`src/rtl/note_envelope_pkg.sv`:
```
// Shared widths, limits and envelope state encoding for the note envelope stage.
package note_envelope_pkg;

  localparam int GAIN_W   = 8;
  localparam int SAMPLE_W = 16;
  localparam int PROD_W   = SAMPLE_W + GAIN_W + 1;

  localparam logic [GAIN_W-1:0] GAIN_MAX = 8'd255;

  typedef enum logic [2:0] {
    ST_IDLE    = 3'd0,
    ST_ATTACK  = 3'd1,
    ST_DECAY   = 3'd2,
    ST_SUSTAIN = 3'd3,
    ST_RELEASE = 3'd4
  } env_state_t;

endpackage

```
`src/rtl/note_envelope_if.sv`:
```
// Sample stream and note event bundle between the chord mixer and the envelope stage.
interface note_envelope_if;
  import note_envelope_pkg::*;

  logic                play;
  logic                note_on;
  logic                note_off;
  logic [SAMPLE_W-1:0] sample_in;
  logic                sample_in_valid;
  logic [SAMPLE_W-1:0] sample_out;
  logic                sample_out_valid;
  logic [GAIN_W-1:0]   gain;

  modport master (
    output play, note_on, note_off, sample_in, sample_in_valid,
    input  sample_out, sample_out_valid, gain
  );

  modport slave (
    input  play, note_on, note_off, sample_in, sample_in_valid,
    output sample_out, sample_out_valid, gain
  );

endinterface

```
`src/rtl/note_envelope_gen.sv`:
```
// Envelope generator: ADSR state machine and gain register.
//
// state      | meaning
// -----------+------------------------------------------------
// ST_IDLE    | silent, gain 0, waiting for note_on
// ST_ATTACK  | gain ramps up by ATTACK_STEP, saturates at 255
// ST_DECAY   | gain ramps down by DECAY_STEP to SUSTAIN_LEVEL
// ST_SUSTAIN | gain held at SUSTAIN_LEVEL
// ST_RELEASE | gain ramps down by RELEASE_STEP to 0
module note_envelope_gen
  import note_envelope_pkg::*;
#(
  parameter int unsigned ATTACK_STEP   = 16,
  parameter int unsigned DECAY_STEP    = 1,
  parameter int unsigned SUSTAIN_LEVEL = 192,
  parameter int unsigned RELEASE_STEP  = 2
) (
  input  logic              clk,
  input  logic              reset,
  input  logic              play,
  input  logic              note_on,
  input  logic              note_off,
  input  logic              step,
  output logic [GAIN_W-1:0] gain
);

  localparam logic        [GAIN_W:0]   ATK_INC = (GAIN_W+1)'(ATTACK_STEP);
  localparam logic signed [GAIN_W+1:0] DEC_S   = (GAIN_W+2)'(DECAY_STEP);
  localparam logic signed [GAIN_W+1:0] REL_S   = (GAIN_W+2)'(RELEASE_STEP);
  localparam logic signed [GAIN_W+1:0] SUS_S   = (GAIN_W+2)'(SUSTAIN_LEVEL);
  localparam logic signed [GAIN_W+1:0] ZERO_S  = '0;
  localparam logic        [GAIN_W-1:0] SUS_LVL = GAIN_W'(SUSTAIN_LEVEL);

  env_state_t               state;
  env_state_t               evt_state;
  logic [GAIN_W:0]          gain_up;
  logic signed [GAIN_W+1:0] gain_dec;
  logic signed [GAIN_W+1:0] gain_rel;

  // Resolve note events first so a same-cycle step uses the new state; note_on wins.
  always_comb begin
    evt_state = state;
    if (note_on) begin
      evt_state = ST_ATTACK;
    end else if (note_off && (state == ST_ATTACK || state == ST_DECAY ||
                              state == ST_SUSTAIN)) begin
      evt_state = ST_RELEASE;
    end
  end

  assign gain_up  = {1'b0, gain} + ATK_INC;
  assign gain_dec = $signed({2'b00, gain}) - DEC_S;
  assign gain_rel = $signed({2'b00, gain}) - REL_S;

  // State and gain advance only while playing; gain steps only on sample strobes.
  always_ff @(posedge clk or posedge reset) begin
    if (reset) begin
      state <= ST_IDLE;
      gain  <= '0;
    end else if (play) begin
      state <= evt_state;
      if (step) begin
        unique case (evt_state)
          ST_ATTACK: begin
            if (gain_up >= {1'b0, GAIN_MAX}) begin
              gain  <= GAIN_MAX;
              state <= ST_DECAY;
            end else begin
              gain <= gain_up[GAIN_W-1:0];
            end
          end
          ST_DECAY: begin
            if (gain_dec <= SUS_S) begin
              gain  <= SUS_LVL;
              state <= ST_SUSTAIN;
            end else begin
              gain <= gain_dec[GAIN_W-1:0];
            end
          end
          ST_RELEASE: begin
            if (gain_rel <= ZERO_S) begin
              gain  <= '0;
              state <= ST_IDLE;
            end else begin
              gain <= gain_rel[GAIN_W-1:0];
            end
          end
          default: begin
          end
        endcase
      end
    end
  end

endmodule

```
`src/rtl/note_envelope.sv`:
```
// Note envelope stage: scales the mixed sample stream by the ADSR gain, one cycle latency.
module note_envelope
  import note_envelope_pkg::*;
#(
  parameter int unsigned ATTACK_STEP   = 16,
  parameter int unsigned DECAY_STEP    = 1,
  parameter int unsigned SUSTAIN_LEVEL = 192,
  parameter int unsigned RELEASE_STEP  = 2
) (
  input logic           clk,
  input logic           reset,
  note_envelope_if.slave bus
);

  logic [GAIN_W-1:0]          gain;
  logic signed [PROD_W-1:0]   prod;
  logic signed [SAMPLE_W-1:0] prod_scaled;

  note_envelope_gen #(
    .ATTACK_STEP   (ATTACK_STEP),
    .DECAY_STEP    (DECAY_STEP),
    .SUSTAIN_LEVEL (SUSTAIN_LEVEL),
    .RELEASE_STEP  (RELEASE_STEP)
  ) u_gen (
    .clk      (clk),
    .reset    (reset),
    .play     (bus.play),
    .note_on  (bus.note_on),
    .note_off (bus.note_off),
    .step     (bus.sample_in_valid),
    .gain     (gain)
  );

  // Gain is the pre-update register value, so each sample uses the gain in force when it arrived.
  assign prod        = PROD_W'($signed(bus.sample_in)) * PROD_W'($signed({1'b0, gain}));
  assign prod_scaled = SAMPLE_W'(prod >>> GAIN_W);
  assign bus.gain    = gain;

  // Output register: capture the scaled sample on each strobe, hold it otherwise.
  always_ff @(posedge clk or posedge reset) begin
    if (reset) begin
      bus.sample_out       <= '0;
      bus.sample_out_valid <= 1'b0;
    end else begin
      bus.sample_out_valid <= bus.sample_in_valid;
      if (bus.sample_in_valid) begin
        bus.sample_out <= prod_scaled;
      end
    end
  end

endmodule
```
`src/flat_wrapper.sv`:
```
// flat-port wrapper written by rule: the top's interface ports become plain ports
module note_envelope_flat import note_envelope_pkg::*;
#(
  parameter int unsigned ATTACK_STEP   = 16,
  parameter int unsigned DECAY_STEP    = 1,
  parameter int unsigned SUSTAIN_LEVEL = 192,
  parameter int unsigned RELEASE_STEP  = 2
)
  (clk, reset, bus_play, bus_note_on, bus_note_off, bus_sample_in, bus_sample_in_valid, bus_sample_out, bus_sample_out_valid, bus_gain);
  note_envelope_if bus_i ();
  input logic clk;
  input logic reset;
  input wire logic [$bits(bus_i.play)-1:0] bus_play;
  input wire logic [$bits(bus_i.note_on)-1:0] bus_note_on;
  input wire logic [$bits(bus_i.note_off)-1:0] bus_note_off;
  input wire logic [$bits(bus_i.sample_in)-1:0] bus_sample_in;
  input wire logic [$bits(bus_i.sample_in_valid)-1:0] bus_sample_in_valid;
  output wire logic [$bits(bus_i.sample_out)-1:0] bus_sample_out;
  output wire logic [$bits(bus_i.sample_out_valid)-1:0] bus_sample_out_valid;
  output wire logic [$bits(bus_i.gain)-1:0] bus_gain;
  assign bus_i.play = bus_play;
  assign bus_i.note_on = bus_note_on;
  assign bus_i.note_off = bus_note_off;
  assign bus_i.sample_in = bus_sample_in;
  assign bus_i.sample_in_valid = bus_sample_in_valid;
  assign bus_sample_out = bus_i.sample_out;
  assign bus_sample_out_valid = bus_i.sample_out_valid;
  assign bus_gain = bus_i.gain;
  note_envelope #(.ATTACK_STEP(ATTACK_STEP), .DECAY_STEP(DECAY_STEP), .SUSTAIN_LEVEL(SUSTAIN_LEVEL), .RELEASE_STEP(RELEASE_STEP)) u_core (.clk(clk), .reset(reset), .bus(bus_i));
endmodule
```
`config.mk`:
```
export PLATFORM = sky130hd
export DESIGN_NAME = note_envelope_flat
export DESIGN_NICKNAME = d
export VERILOG_FILES = /design/src/rtl/note_envelope_pkg.sv /design/src/rtl/note_envelope_if.sv /design/src/rtl/note_envelope_gen.sv /design/src/rtl/note_envelope.sv /design/src/flat_wrapper.sv
export SDC_FILE = /design/constraint.sdc
export NUM_CORES = 1
export LEC_CHECK = 0
export CORE_MARGIN = 2
export CORE_UTILIZATION = 55
export CTS_BUF_LIST = sky130_fd_sc_hd__clkbuf_4 sky130_fd_sc_hd__clkbuf_8 sky130_fd_sc_hd__clkbuf_16
export CTS_CLUSTER_DIAMETER = 30
export DETAILED_ROUTE_END_ITERATION = 7
export PLACE_DENSITY = 0.76
export SYNTH_ARGS = -nofsm -noshare
export SYNTH_HDL_FRONTEND = slang
export SYNTH_HIERARCHICAL = 1
export SYNTH_SLANG_ARGS = --single-unit
```
`constraint.sdc`:
```
create_clock -name clk -period 6.94 [get_ports clk]
set_input_delay 1.735 -clock clk [delete_from_list [all_inputs] [get_ports clk]]
set_output_delay 1.735 -clock clk [all_outputs]
set_load 0.02 [all_outputs]
```
==> out/metrics.csv, run 1 <==
metric,value,unit
asr flop ratio synth,100.0,%
Setup Buffers After CTS,0,
largest net degree at the start of global routing,31,
Final Util,62.24,%
total core area,0.01137,sq mm
most frequent cells in the layout,"inv_1 (159), nand2_1 (102), fa_1 (99)",
clock buffer depth,2,
final worst path period need,6.394,ns
CTS root buffer,clkbuf_16,
Final Hold Fails,0,
Setup WS post-layout,0.5462,ns
"Cell Chain, Critical Path",clkdlybuf4s50_1 > nand2_1 > fa_1 > inv_1 > fa_1 > inv_1 > fa_1 > inv_1 > fa_1 > ha_1 > a21oi_2 > o211ai_2 > a2111oi_2 > nor2_2 > or3_1 > a41oi_2,
per-cell routed wire length,16.28,um
top cell type's share of synthesized area,31.09,%
CP required,7.14,ns
Mapped Avg Cell Area,8.615,sq um
reg2reg start,u_core/u_gen/gain[5]$_DFFE_PP0P_,
sequential share of the synthesized area,10.99,%
vias,5138,
Chip Width,111.7,um
# fillers,988,
Resized Gates After CTS,0,
Tcrit/Tclk final,92.13,%
Final #Nets,952,
share of cells above drive strength 1,5.412,%
Post-Route WL,14960,um
internal reg-to-reg setup slack,1.62,ns
Multi-input gate area,0.005005,sq mm
unrepaired setup endpoints after global routing,false,
number of synthesized flops with an enable pin,0,
initial DRC count,234,
status,completed,
GRT Total Usage,25.54,%
via/cell ratio,5.591,
worst slack at placement,0.2459,ns
Worst setup EP type,register,
DRC errors left,0,
top post-synthesis cells by area,"fa_1 (31%), dfrtp_1 (11%), ha_1 (11%)",
Syn-to-layout area delta,11.01,%
fin. max-slew vios,0,
CTS tree,done,
First-pass DRT Iterations,5,
cells after synthesis,740,
CTS buffer count,3,
PortBufs,46,
die area,0.01247,sq mm
die height,111.7,um
hpwl dp,11780,um
post-route ant nets,0,
Seq. cell area,700.7,sq um
#FFs+latches synth,28,
CTS Sinks,28,
# Max-Cap Violations,0,
startpoint types,input pin,
"commonest non-fill, non-tap cell in the layout",inv_1,
Worst EP arrival,6.59,ns
top cell type by total area after synthesis,fa_1,
Slew headroom,34.34,%
Worst Path Buf+Inv,4,
H-tree depth,1,
Hold EP,u_core/bus.sample_out[14]$_DFFE_PP0P_,
Final Setup Violations,0,
slew at the pin with the worst max-slew slack,0.9849,ns
Core Rows,39,
Top-Level Pins,47,
worst setup path class,input pin to register,
R2R depth,15,
hold path startpoint,u_core/bus.sample_out[14]$_DFFE_PP0P_,
Initial Utilization,56.07,%
vias in the first global route,5588,
critical path's slowest cell,clkdlybuf4s50_1,
hold_buf cts,0,
CP top delay family,adder cells,
antenna diode count,0,
Fmax,0.1564,GHz
yosys warns,6,
first-pass GRT wire length,26180,um
Synth cell types,74,
Synth Flop Type,dfrtp_1,
Post-Syn Nets,915,
hold-critical path depth,2,
GP Congestion,0.8691,
peak per-stage delay on the critical path,0.65,ns
Synth Cell Area,0.006375,sq mm
antenna violations before repair,0,
clk slew on worst S/H paths,0.08,ns
gr ovfl total,0,
Setup Skew,0.004760,ns
setup TNS,0,ns
Hold WC Path Type,register to register,
"most used cell, CP",fa_1,
CP Max Fanout,8,
Reg2Reg Capture Point,u_core/bus.sample_out[15]$_DFFE_PP0P_,
worst skew pair latency,0.28,ns
[kinds of logic after synthesis]
group,share of synthesized area (%)
xor gates and xnor gates,2.885
AOI/OAI and AO/OA,11.97
adders and majority gates,41.69
and+or+nand+nor,19.72
buffers and inverters,10.50
DFF,10.99
muxes,2.238
[registers in the layout (all words and copies together) (netlist names)]
| name | cells |
|---|---|
| u_core/bus.sample_out_valid | 1 |
| u_core/u_gen/gain | 8 |
| u_core/bus.sample_out | 16 |
| u_core/u_gen/state | 3 |
[synthesized netlist by cell type, types with 6 or more instances]
| master | count |
|---|---|
| nor3_1 | 12 |
| nor2_1 | 23 |
| clkbuf_1 | 13 |
| mux2_2 | 10 |
| nand2_1 | 102 |
| and2_1 | 59 |
| dfrtp_1 | 28 |
| fa_1 | 99 |
| a21o_1 | 6 |
| o21ai_0 | 17 |
| xnor2_1 | 15 |
| a21oi_1 | 21 |
| a31oi_1 | 8 |
| nand3_1 | 9 |
| inv_1 | 159 |
| xor2_1 | 6 |
| ha_1 | 54 |
[metrics by stage]
stage | cells | hold slack (ns) | area [sq um]
4_1_cts | 919 | 0.4968 | 7077
3_3_place_gp | 915 | 0.4684 | 6972
6_report | 919 | 0.4907 | 7077
5_1_grt | 919 | 0.5211 | 7077
2_1_floorplan | 740 | 0.5236 | 6375
3_5_place_dp | 915 | 0.4768 | 6972
[metal layers]
| layer | up-vias | share of wire, % | GRT usage (%) |
|---|---|---|---|
| met5 | - | 0 | 0 |
| met4 | 0 | 1.7 | 6.749 |
| met3 | 23 | 4.8 | 3.756 |
| met2 | 139 | 51 | 45.13 |
| met1 | 2551 | 43 | 32.97 |
| li1 | 2425 | - | - |
[tightest hold or removal path, delay by kind of cell, from the launching register on]
family          cells  cell delay [ns]
flops               1             0.34
compound gates      1             0.06
simple gates        1             0.05
[worst max path at each step]
stage	start	slack (ns)	endpoint	depth (start not counted)
after floorplan	bus_sample_in[15]	1.22	u_core/bus.sample_out[12]$_DFFE_PP0P_	16
after global placement	bus_sample_in[5]	0.29	u_core/bus.sample_out[5]$_DFFE_PP0P_	16
after detailed placement	bus_sample_in[5]	0.25	u_core/bus.sample_out[15]$_DFFE_PP0P_	16
after CTS	bus_sample_in[5]	0.53	u_core/bus.sample_out[15]$_DFFE_PP0P_	16
after global routing	bus_sample_in[5]	0.28	u_core/bus.sample_out[15]$_DFFE_PP0P_	16
final	bus_sample_in[5]	0.55	u_core/bus.sample_out[15]$_DFFE_PP0P_	16
[layout make-up]
cell class | instances | area share (%)
Multi-Input combinational cell | 535 | 70.72
Timing Repair Buffer | 50 | 6.931
Clock buffer | 3 | 1.061
Tap cell | 143 | 2.528
Sequential cell | 28 | 9.901
Clock inverter | 1 | 0.4243
Inverter | 159 | 8.434
Power of run 1 is not shown: default switching activity piles up to over one toggle a cycle in this logic, so the estimate is an artifact.
==> run 2: changes to the inputs <==
SKIP_LAST_GASP = 1   (was not set)
==> results of run 2 <==
Final layout, timing and power as in run 1 (identical DEF).
Power of run 2 is left out for the same reason.
==> run 3: changes to the inputs <==
CTS_CLUSTER_DIAMETER = not set   (was 30)
==> results of run 3 <==
Final layout, timing and power as in run 1 (identical DEF).
Power of run 3 is left out for the same reason.
